## config.mk

```make
export PLATFORM = sky130hd
export DESIGN_NAME = rr_wordmux
export DESIGN_NICKNAME = d
export VERILOG_FILES = /design/src/rtl/rr_wordmux.sv
export SDC_FILE = /design/constraint.sdc
export NUM_CORES = 1
export LEC_CHECK = 0
export ABC_AREA = 1
export BUFFER_PORTS_ARGS = -buffer_cell sky130_fd_sc_hd__buf_2
export CORE_MARGIN = 8
export CORE_UTILIZATION = 39
export DETAILED_ROUTE_END_ITERATION = 12
export GPL_ROUTABILITY_DRIVEN = 0
export PLACE_DENSITY = 0.81
export REMOVE_ABC_BUFFERS = 1
export SLEW_MARGIN = 15
export SYNTH_ARGS = -nofsm -noshare
export SYNTH_HDL_FRONTEND = slang
export SYNTH_SLANG_ARGS = --single-unit
```

## constraint.sdc

```tcl
create_clock -name i_clk -period 1.75 [get_ports i_clk]
set_input_delay 0.4375 -clock i_clk [delete_from_list [all_inputs] [get_ports i_clk]]
set_output_delay 0.4375 -clock i_clk [all_outputs]
set_load 0.005 [all_outputs]
```

## src/rtl/rr_wordmux.sv

```systemverilog
// N-channel word multiplexer: round-robin arbitration, valid/ready handshake, one-entry output register.
// Optional grant lock for multi-word bursts is enabled by defining RR_WORDMUX_LOCK_EN.
module rr_wordmux #(
    parameter int WIDTH    = 16,
    parameter int CHANNELS = 4,
    parameter int SEL_W    = $clog2(CHANNELS)
) (
    input  logic                      i_clk,
    input  logic                      i_rst,
    input  logic [CHANNELS-1:0]       i_valid,
    input  logic [CHANNELS*WIDTH-1:0] i_data,
    output logic [CHANNELS-1:0]       o_ready,
    output logic                      o_valid,
    output logic [WIDTH-1:0]          o_data,
    output logic [SEL_W-1:0]          o_chan,
    input  logic                      i_ready
`ifdef RR_WORDMUX_LOCK_EN
   ,input  logic                      i_lock
`endif
);

    localparam int EW = SEL_W + 1;

    logic                 out_valid_reg;
    logic [WIDTH-1:0]     out_data_reg;
    logic [SEL_W-1:0]     out_chan_reg;
    logic [SEL_W-1:0]     last_reg;

    logic [WIDTH-1:0]     words [CHANNELS];
    logic                 lock_active;
    logic                 slot_free;
    logic                 win_found;
    logic [SEL_W-1:0]     win_idx;
    logic [EW-1:0]        sum_ext;
    logic [EW-1:0]        cand_ext;
    logic                 grant_en;

`ifdef RR_WORDMUX_LOCK_EN
    assign lock_active = i_lock;
`else
    assign lock_active = 1'b0;
`endif

    genvar gi;
    generate
        for (gi = 0; gi < CHANNELS; gi++) begin : g_unpack
            assign words[gi] = i_data[gi*WIDTH +: WIDTH];
        end
    endgenerate

    assign slot_free = !out_valid_reg || i_ready;

    // Scan from the farthest offset down so the nearest requester after last_reg wins;
    // offset CHANNELS lands on last_reg itself, giving it the lowest priority.
    always_comb begin
        win_found = 1'b0;
        win_idx   = '0;
        sum_ext   = '0;
        cand_ext  = '0;
        if (lock_active) begin
            win_found = i_valid[last_reg];
            win_idx   = last_reg;
        end else begin
            for (int k = CHANNELS; k >= 1; k--) begin
                sum_ext  = {1'b0, last_reg} + EW'(k);
                cand_ext = (sum_ext >= EW'(CHANNELS)) ? (sum_ext - EW'(CHANNELS)) : sum_ext;
                if (i_valid[cand_ext[SEL_W-1:0]]) begin
                    win_found = 1'b1;
                    win_idx   = cand_ext[SEL_W-1:0];
                end
            end
        end
    end

    assign grant_en = slot_free && win_found && !i_rst;

    generate
        for (gi = 0; gi < CHANNELS; gi++) begin : g_ready
            assign o_ready[gi] = grant_en && (win_idx == SEL_W'(gi));
        end
    endgenerate

    always_ff @(posedge i_clk) begin
        if (i_rst) begin
            out_valid_reg <= 1'b0;
            out_data_reg  <= '0;
            out_chan_reg  <= '0;
            last_reg      <= SEL_W'(CHANNELS - 1);
        end else if (grant_en) begin
            out_valid_reg <= 1'b1;
            out_data_reg  <= words[win_idx];
            out_chan_reg  <= win_idx;
            last_reg      <= win_idx;
        end else if (i_ready) begin
            // Drained with nothing to refill: keep the stale word, just clear valid.
            out_valid_reg <= 1'b0;
        end
    end

    assign o_valid = out_valid_reg;
    assign o_data  = out_data_reg;
    assign o_chan  = out_chan_reg;

endmodule

```

Yosys cells after proc, flatten, opt, wreduce, memory -nomap -nowiden:

Index checks and enable logic that the tools add are counted.

* add/subtract/negate cells: 8
* magnitude comparators: 9
* equality and inequality tests: 3
* mux-type cells: 25
* bitwise gates (word level): 1
* reduce and logical (&&, ||, !) cells: 11

Operators with widths (number)
* 16-bit binary-select mux with 2-bit select: 1
* 16-bit 2-to-1 mux: 2
* 2-bit 2-to-1 mux: 8
* 3-bit >= comparator, second input constant: 5
* 2-bit by 3-bit < comparator with 1-bit output, second input constant: 4
* 1-bit 2-to-1 mux: 10
* 1-bit binary-select mux with 2-bit select: 4
* 2-bit by 1-bit subtractor with 2-bit output, second input constant: 4
* 2-bit by 2-bit adder with 3-bit output, second input constant: 2
* 1-bit logical AND: 6
* 2-bit == test, second input constant: 2
* 2-bit by 1-bit adder with 3-bit output, second input constant: 1
* 2-bit by 3-bit adder with 3-bit output, second input constant: 1
* 2-bit inverter with 3-bit output: 1
* 2-bit by 1-bit == test with 1-bit output, second input constant: 1
* 1-bit logical NOT: 2
* 2-bit logical NOT: 1
* 2-bit nonzero test: 1
* 1-bit logical OR: 1

* flip-flop bits (word level): 21
* input port bits: 71
* output and inout port bits: 23
* logic and storage cells: 61

Depth between registers and ports, before layout:

Gate-level depths: netlist (run 1).

* depth after elaboration: 13
* depth in mapped cells: 14
* mapped depth without buffers: 14

Least setup slack after synthesis (run 1):

No wires, ideal clock.

* path kind: register -> output
* start point: register last_reg[0]
* end point: output port o_ready[1]
* data arrival time: 1397 ps
* required time: 1312 ps
* path slack: -84 ps
* stages on the path, launching flop included: 13
* path buffers: 2
* cells stage by stage: dfxtp_1 buf_6 nand2_1 o21ai_2 nand2_1 nand2_1 nand2_1 nand2_1 nand2_2 nand2_4 buf_6 inv_1 nor2_1

* word-level cells in the longest chain between the ends: 12
* elaborated cells between the ends (all ways): 36
* classes of those cells: 8 x add/sub; 4 x order compare; 1 x eq/ne; 20 x mux; 3 x reduce/logical

RTL lines
* start, declared: RTL line 27 `logic [SEL_W-1:0] last_reg;`
* start signal, assigned: RTL line 88 `last_reg <= SEL_W'(CHANNELS - 1);`
* start signal, assigned: RTL line 93 `last_reg <= win_idx;`
* 2-bit by 3-bit adder with 3-bit output: RTL line 65 `sum_ext = {1'b0, last_reg} + EW'(k);`
* 3-bit >= comparator or 2-bit by 1-bit subtractor with 2-bit output (tied branches): RTL line 66 `cand_ext = (sum_ext >= EW'(CHANNELS)) ? (sum_ext - EW'(CHANNELS)) : sum_ext;`
* 2-bit 2-to-1 mux: RTL line 66
* 1-bit binary-select mux with 2-bit select: RTL line 67 `if (i_valid[cand_ext[SEL_W-1:0]]) begin`
* 1-bit 2-to-1 mux (implied by the code): RTL line 67
* 1-bit 2-to-1 mux (4 in series): RTL line 67
* 1-bit logical AND (2 in series): RTL line 75 `assign grant_en = slot_free && win_found && !i_rst;`
* 1-bit logical AND (*): RTL line 79 `assign o_ready[gi] = grant_en && (win_idx == SEL_W'(gi));`
* end, declared: RTL line 12 `output logic [CHANNELS-1:0] o_ready,`

Mark *: on every way between the ends. The rest lies on a longest branch, timed or not. The select of a mux whose other input is x is not followed.

Final worst setup path (run 1):

* start point: register last_reg[0]
* end point: output port o_ready[2]

The elaborated chain is that of the path after synthesis.

==> metrics, run 1 <==
unrepaired setup endpoints after global routing yes; CTS HTree Levels 1; crit path time final approximately 2200 ps; P_leak ~1.4 nW; die outline width 78.5 um; worst slew pin tran about 330 ps; Vias/cell 5.10; Crit path max-delay family simple AND/OR/NAND/NOR gates; area fraction of the dominant cell type after synthesis 0.276; Hold Slack 449 ps; # DRC 0; CP cell instances buf_6 > o21ai_4 > nand2_2 > nand2_1 > nand3_1 > nand2_2 > nand2_2 > nor2_1 > buf_2; Synth Cell Area ~0.0015 mm2; synthesis-stage register bit count 21; Critical Path AT approximately 1800 ps; simple logic cell fraction of the synthesized area 0.568; critical path endpoint category primary output; fin crit share 1.25; Max Fanout on Critical Path 6; height of the die approximately 79 um; CTS buffer count 3; total congestion overflow 0; Pwr Density around 2300 mW/mm2; overall routing resource usage 0.173; largest family of logic cells by synthesized area simple AND/OR/NAND/NOR gates; Synth area leader dfxtp_1; proportion of synthesized area in mux cells 0; first-pass GRT wire length 8980 um; Core ar. approximately 0.0037 mm2; outcome finished with violations; worst min-delay path class reg2reg; standard-cell rows 22; top post-synthesis cells by area dfxtp_1 (28%), nand3_1 (27%), nand2_1 (24%); CP bufs+invs 2; Via Count approximately 2,200; Syn Inst Count around 260; Critical Path RT approximately 1300 ps; max-cap viol count 0; Fillers 353; clock-pin slew on the worst setup and hold paths 80 ps; Critical Path Source Type flip-flop; sequential share of the synthesized area 0.276; hpwl dp approximately 3900 um; multi-input logic area roughly 0.0011 mm2; # clock sinks 21; Worst Slack Setup Final -436 ps; Syn. warnings 0; CTS tree done; Max VDD drop roughly 1.1 mV; Max-Slew Margin vs Limit 0.780; skew final about 1.1 ps; clock root buffer clkbuf_8; largest net degree at the start of global routing 33; area added between synthesis and finish 68.9%; final core occ 0.693; final slew viol count 0; Final Hold Viols 0; final setup fails 20; Compound-Gate Fraction of Synth Area 0.0320; failing checks setup timing; Synth Area in Adders 0; initial antenna violation count 0; vias in the first global route a little over 2,000; hold_buf cts 0; drt pass-1 iters 4; Distinct cells, synth 16; DR iter-0 viols between 90 and 100; Max Freq 458 MHz; n_diodes 0; Mean Syn Cell Area between 5 and 6 um2; die area a little over 0.006 mm2; register area about 420 um2; CP most frequent cell nand2_2; crit-path max cell delay approximately 380 ps; CP max-delay cell dfxtp_4; clk_lat worst skew around 260 ps; layout cells sized above 1 0.511; XOR/XNOR share of the synthesized area 0; flip-flop count of the largest register after layout 16; critical path type reg2out; Final nets 450; Ports 94; Port Buf Inserts 93; WL/cell 14.4 um; Initial Utilization 0.410; CTS Buffer Depth 2; Routed Antenna Nets 0; WL final just over 6000 um
-- layout make-up --
cell class | count | share of cell area
clock buffers | 3 | 0.0160
inverters | 25 | 0.0394
well taps | 48 | 0.0233
flip-flops and latches | 21 | 0.165
clock inverters | 1 | 0.00292
multi-input cells | 204 | 0.434
repair buffers | 124 | 0.320
-- where the power goes --
part,internal [mW],switching (mW)
Clock,0.161,0.166
Combinational,2.15,2.54
Sequential,0.689,0.117
Total,3.00,2.82
-- synthesized netlist by cell type --
cell type	number
nand2_2	2
inv_2	4
nor2_1	10
nand3_2	2
a21oi_1	1
nand2_1	98
nor2_4	1
inv_1	21
o21ai_2	1
buf_2	10
buf_6	4
nand3_1	81
o21ai_0	4
nand2_4	1
dfxtp_1	21
o21ai_1	3
-- stage by stage --
step	setup slack [ps]	total power, mW	std cells	TNS [ps]	cell area, um2
floorplan	-662	2.71	250	-7940	1430
global placement	-119	3.82	411	-725	2100
detailed placement	-183	3.86	411	-1780	2100
CTS	-323	4.52	417	-1310	2260
global route	-540	6.31	426	-5990	2570
finish	-436	5.82	426	-3940	2570
-- cell usage in the layout (no fill, tap or decap), types with 5 or more instances in the layout --
cell type,n
nand3_2,13
buf_2,93
nand3_1,68
buf_6,6
nand2_1,67
nor2_1,5
buf_4,18
nand2_2,31
dfxtp_1,20
inv_1,18
-- worst paths after layout --
path / from / endpoint / slack [ps] / depth (start not counted)
setup / recovery: last_reg[0] / o_ready[2] / -440 / 9
hold / removal: o_data[4] / o_data[4] / 450 / 2
setup reg to reg: last_reg[0] / o_data[8] / -180 / 14
hold reg to reg: o_data[4] / o_data[4] / 450 / 2
-- cells by family (layout without fill, tap and decap cells) --
family,count (synthesis),after routing
buffers and inverters,39,153
AND/OR/NAND/NOR,195,195
flip-flops,21,21
AO/OA/AOI/OAI,9,9
-- per-layer routing --
metal	vias to the layer above	wire [um]	track usage
li1	1078	-	-
met1	978	2490	0.193
met2	100	3040	0.294
met3	18	436	0.0604
met4	0	165	0.0722
met5	-	0	0
-- what timing repair did --
action | CTS | global route
setup endpoints to repair | 22 | 22
cloned | 0 | 4
setup buffers | 4 | 5
pin swaps | 18 | 22
resized for setup | 27 | 58
-- worst reg2reg max path, stage by stage (launching register included) --
cell,delay [ps]
dfxtp_4,380
buf_6,140
o21ai_4,180
nand2_2,90
nand2_2,90
nand2_4,60
nand3_4,100
nand2_4,70
buf_4,140
buf_12,140
clkbuf_16,150
nand2_2,60
nand3_2,70
nand3_2,80
nand2_1,60
No activity file was read; power rests on OpenSTA's default activity.
==> run 2: changes to the inputs <==
--- a/config.mk
+++ b/config.mk
@@ -7,7 +7,7 @@
 export LEC_CHECK = 0
 export ABC_AREA = 1
 export BUFFER_PORTS_ARGS = -buffer_cell sky130_fd_sc_hd__buf_2
-export CORE_MARGIN = 8
+export CORE_ASPECT_RATIO = 1.25
 export CORE_UTILIZATION = 39
 export DETAILED_ROUTE_END_ITERATION = 12
 export GPL_ROUTABILITY_DRIVEN = 0
==> run 2 against run 1 <==
Against the previous run: via count decreased by 3.9%; total power shrank 11%; wire length fell by 16%; maximum frequency up 3.9%; setup slack better by 82 ps; non-clock buffer count down 2; die area shrank 32%; the run ends with DRC, setup timing left; largest power group unchanged; largest cell class unchanged; sequential cell count did not move; sequential power up 1%.
==> metrics, run 2 (synthesis results as in run 1) <==
final core occ 0.637 (was 0.693); Ports 94 (unchanged); DP Area 0.00209 mm2 (was 0.00210 mm2); most frequent cells in the layout buf_2 (93), nand2_1 (85), nand3_1 (79) (was buf_2 (93), nand3_1 (68), nand2_1 (67)); clock-pin slew on the worst setup and hold paths 80 ps (about the same); Final nets 448 (was 450); Vias/cell 5.02 (was 5.10); reg2reg start last_reg[0] (unchanged); Core ar. 0.00375 mm2 (was 0.00372 mm2); initial antenna violation count 0 (unchanged); critical path endpoint category primary output (unchanged); Max-Slew Margin vs Limit 0.793 (was 0.780); Via Count 2,090 (was 2,174); WL final 5150 um (was 6130 um); P_leak 1.38 nW (was 1.43 nW); combinational power share 0.780 (was 0.806); Max Fanout on Critical Path 6 (unchanged); failing checks DRC, setup timing (was setup timing); CTS HTree Levels 1 (unchanged); CTS buffer count 3 (unchanged); Hold Crit Start o_data[5] (was o_data[4]); CTS Buffer Depth 2 (unchanged); unrepaired setup endpoints after global routing yes (unchanged); n_diodes 0 (unchanged); CTS tree done (unchanged); standard-cell rows 25 (was 22); total congestion overflow 0 (unchanged); Initial Utilization 0.406 (was 0.410); # clock sinks 21 (unchanged); Critical Path RT 1310 ps (about the same); Critical Path AT 1670 ps (was 1750 ps); final setup fails 22 (was 20); Hold Slack 448 ps (was 449 ps); switch share 0.476 (was 0.484); Net Sw Power 2.46 mW (was 2.82 mW); first-pass GRT wire length 8110 um (was 8980 um); Fillers 367 (was 353); Max VDD drop 1.15 mV (was 1.13 mV); overall routing resource usage 0.244 (was 0.173); drt pass-1 iters 8 (was 4); crit path time final 2100 ps (was 2190 ps); fin crit share 1.20 (was 1.25); flip-flop count of the largest register after layout 16 (unchanged); skew final 3.86 ps (was 1.06 ps); final instance area 0.00239 mm2 (was 0.00257 mm2); # DRC 4 (was 0); layout cells sized above 1 0.423 (was 0.511); Crit. Startpoint last_reg[0] (unchanged); worst min-delay path class reg2reg (unchanged); height of the die 71.9 um (was 78.5 um); Routed Antenna Nets 0 (unchanged); total power 5.17 mW (was 5.82 mW); Critical Path Source Type flip-flop (unchanged); die outline width 57.9 um (was 78.5 um); area added between synthesis and finish 56.9% (was 68.9%); outcome finished with violations (unchanged); most common cell after layout, fill and taps aside buf_2 (unchanged); worst slew pin tran 311 ps (was 330 ps); WL/cell 12.4 um (was 14.4 um); die area 0.00416 mm2 (was 0.00616 mm2); vias in the first global route 1,956 (was 2,048); clk_lat worst skew 260 ps (about the same); power share of the clock group 0.062 (was 0.056); Seq pwr share 0.158 (was 0.138); Pwr Density 2160 mW/mm2 (was 2260 mW/mm2); final slew viol count 0 (unchanged); Final Hold Viols 0 (unchanged); DR iter-0 viols 80 (was 97); clock root buffer clkbuf_8 (unchanged); Internal 2.71 mW (was 3.00 mW); hpwl dp 3530 um (was 3930 um); largest net degree at the start of global routing 33 (unchanged); max-cap viol count 0 (unchanged); critical path type reg2out (unchanged); Port Buf Inserts 93 (unchanged); Worst Slack Setup Final -354 ps (was -436 ps); Max Freq 475 MHz (was 458 MHz)
[run 2: cell types whose count changed in the layout (fill, tap and decap cells not counted), sizes merged]
cell / delta
buf: -1
clkinvlp: -1
[run 2: per-stage QoR]
step | TNS, ps | worst slack [ps] | std cells
floorplan | -7940 | -662 | 250
global placement | -1880 | -151 | 401
detailed placement | -2410 | -177 | 401
CTS | -1100 | -279 | 413
global route | -4620 | -438 | 416
finish | -2030 | -354 | 416
[run 2: path summary, 6_finish.rpt]
kind                              endpoint  slack (ps)  cells past startpoint
worst max register to register   o_data[3]         -80                     13
worst max-delay path            o_ready[1]        -350                      9
worst min-delay path             o_data[5]         450                      2
worst min register to register   o_data[5]         450                      2
[run 2: layer usage]
layer  part of all wire  GRT usage  up-vias
li1                   -          -     1073
met1               0.40      0.288      921
met2               0.53      0.428       88
met3              0.061     0.0428        8
met4              0.011      0.108        0
met5                  0          0        -
[run 2: area by class of cell]
type / count / area, um2 / area share
multi-input cells: 204 / 997 / 0.417
repair buffers: 122 / 777 / 0.325
well taps: 40 / 50.0 / 0.0209
clock buffers: 4 / 45.0 / 0.0188
flip-flops and latches: 21 / 425 / 0.178
inverters: 25 / 96.3 / 0.0403
[run 2: timing repair]
item,4_1_cts,5_1_grt
gates cloned,0,2
resized for setup,16,28
setup endpoints to repair,21,24
hold buffers,0,0
pin swaps,14,14
setup buffers,9,2
[run 2: power by group through the flow]
stage               registers [mW]  clock network (mW)  logic (mW)
global route                 0.843               0.352        4.47
floorplan                    0.822                   0        1.89
detailed placement           0.805                   0        3.17
CTS                          0.801               0.332        3.41
finish                       0.816               0.323        4.03
global placement             0.796                   0        3.10
[run 2: worst max-delay path: stages, from the launching register on]
cell and delay (ps):
dfxtp_4 380, buf_6 130, o21ai_1 170, nor2_2 90, nor2_1 130, nand3_2 130
nand2_4 110, inv_2 50, nor2_1 110, buf_2 120
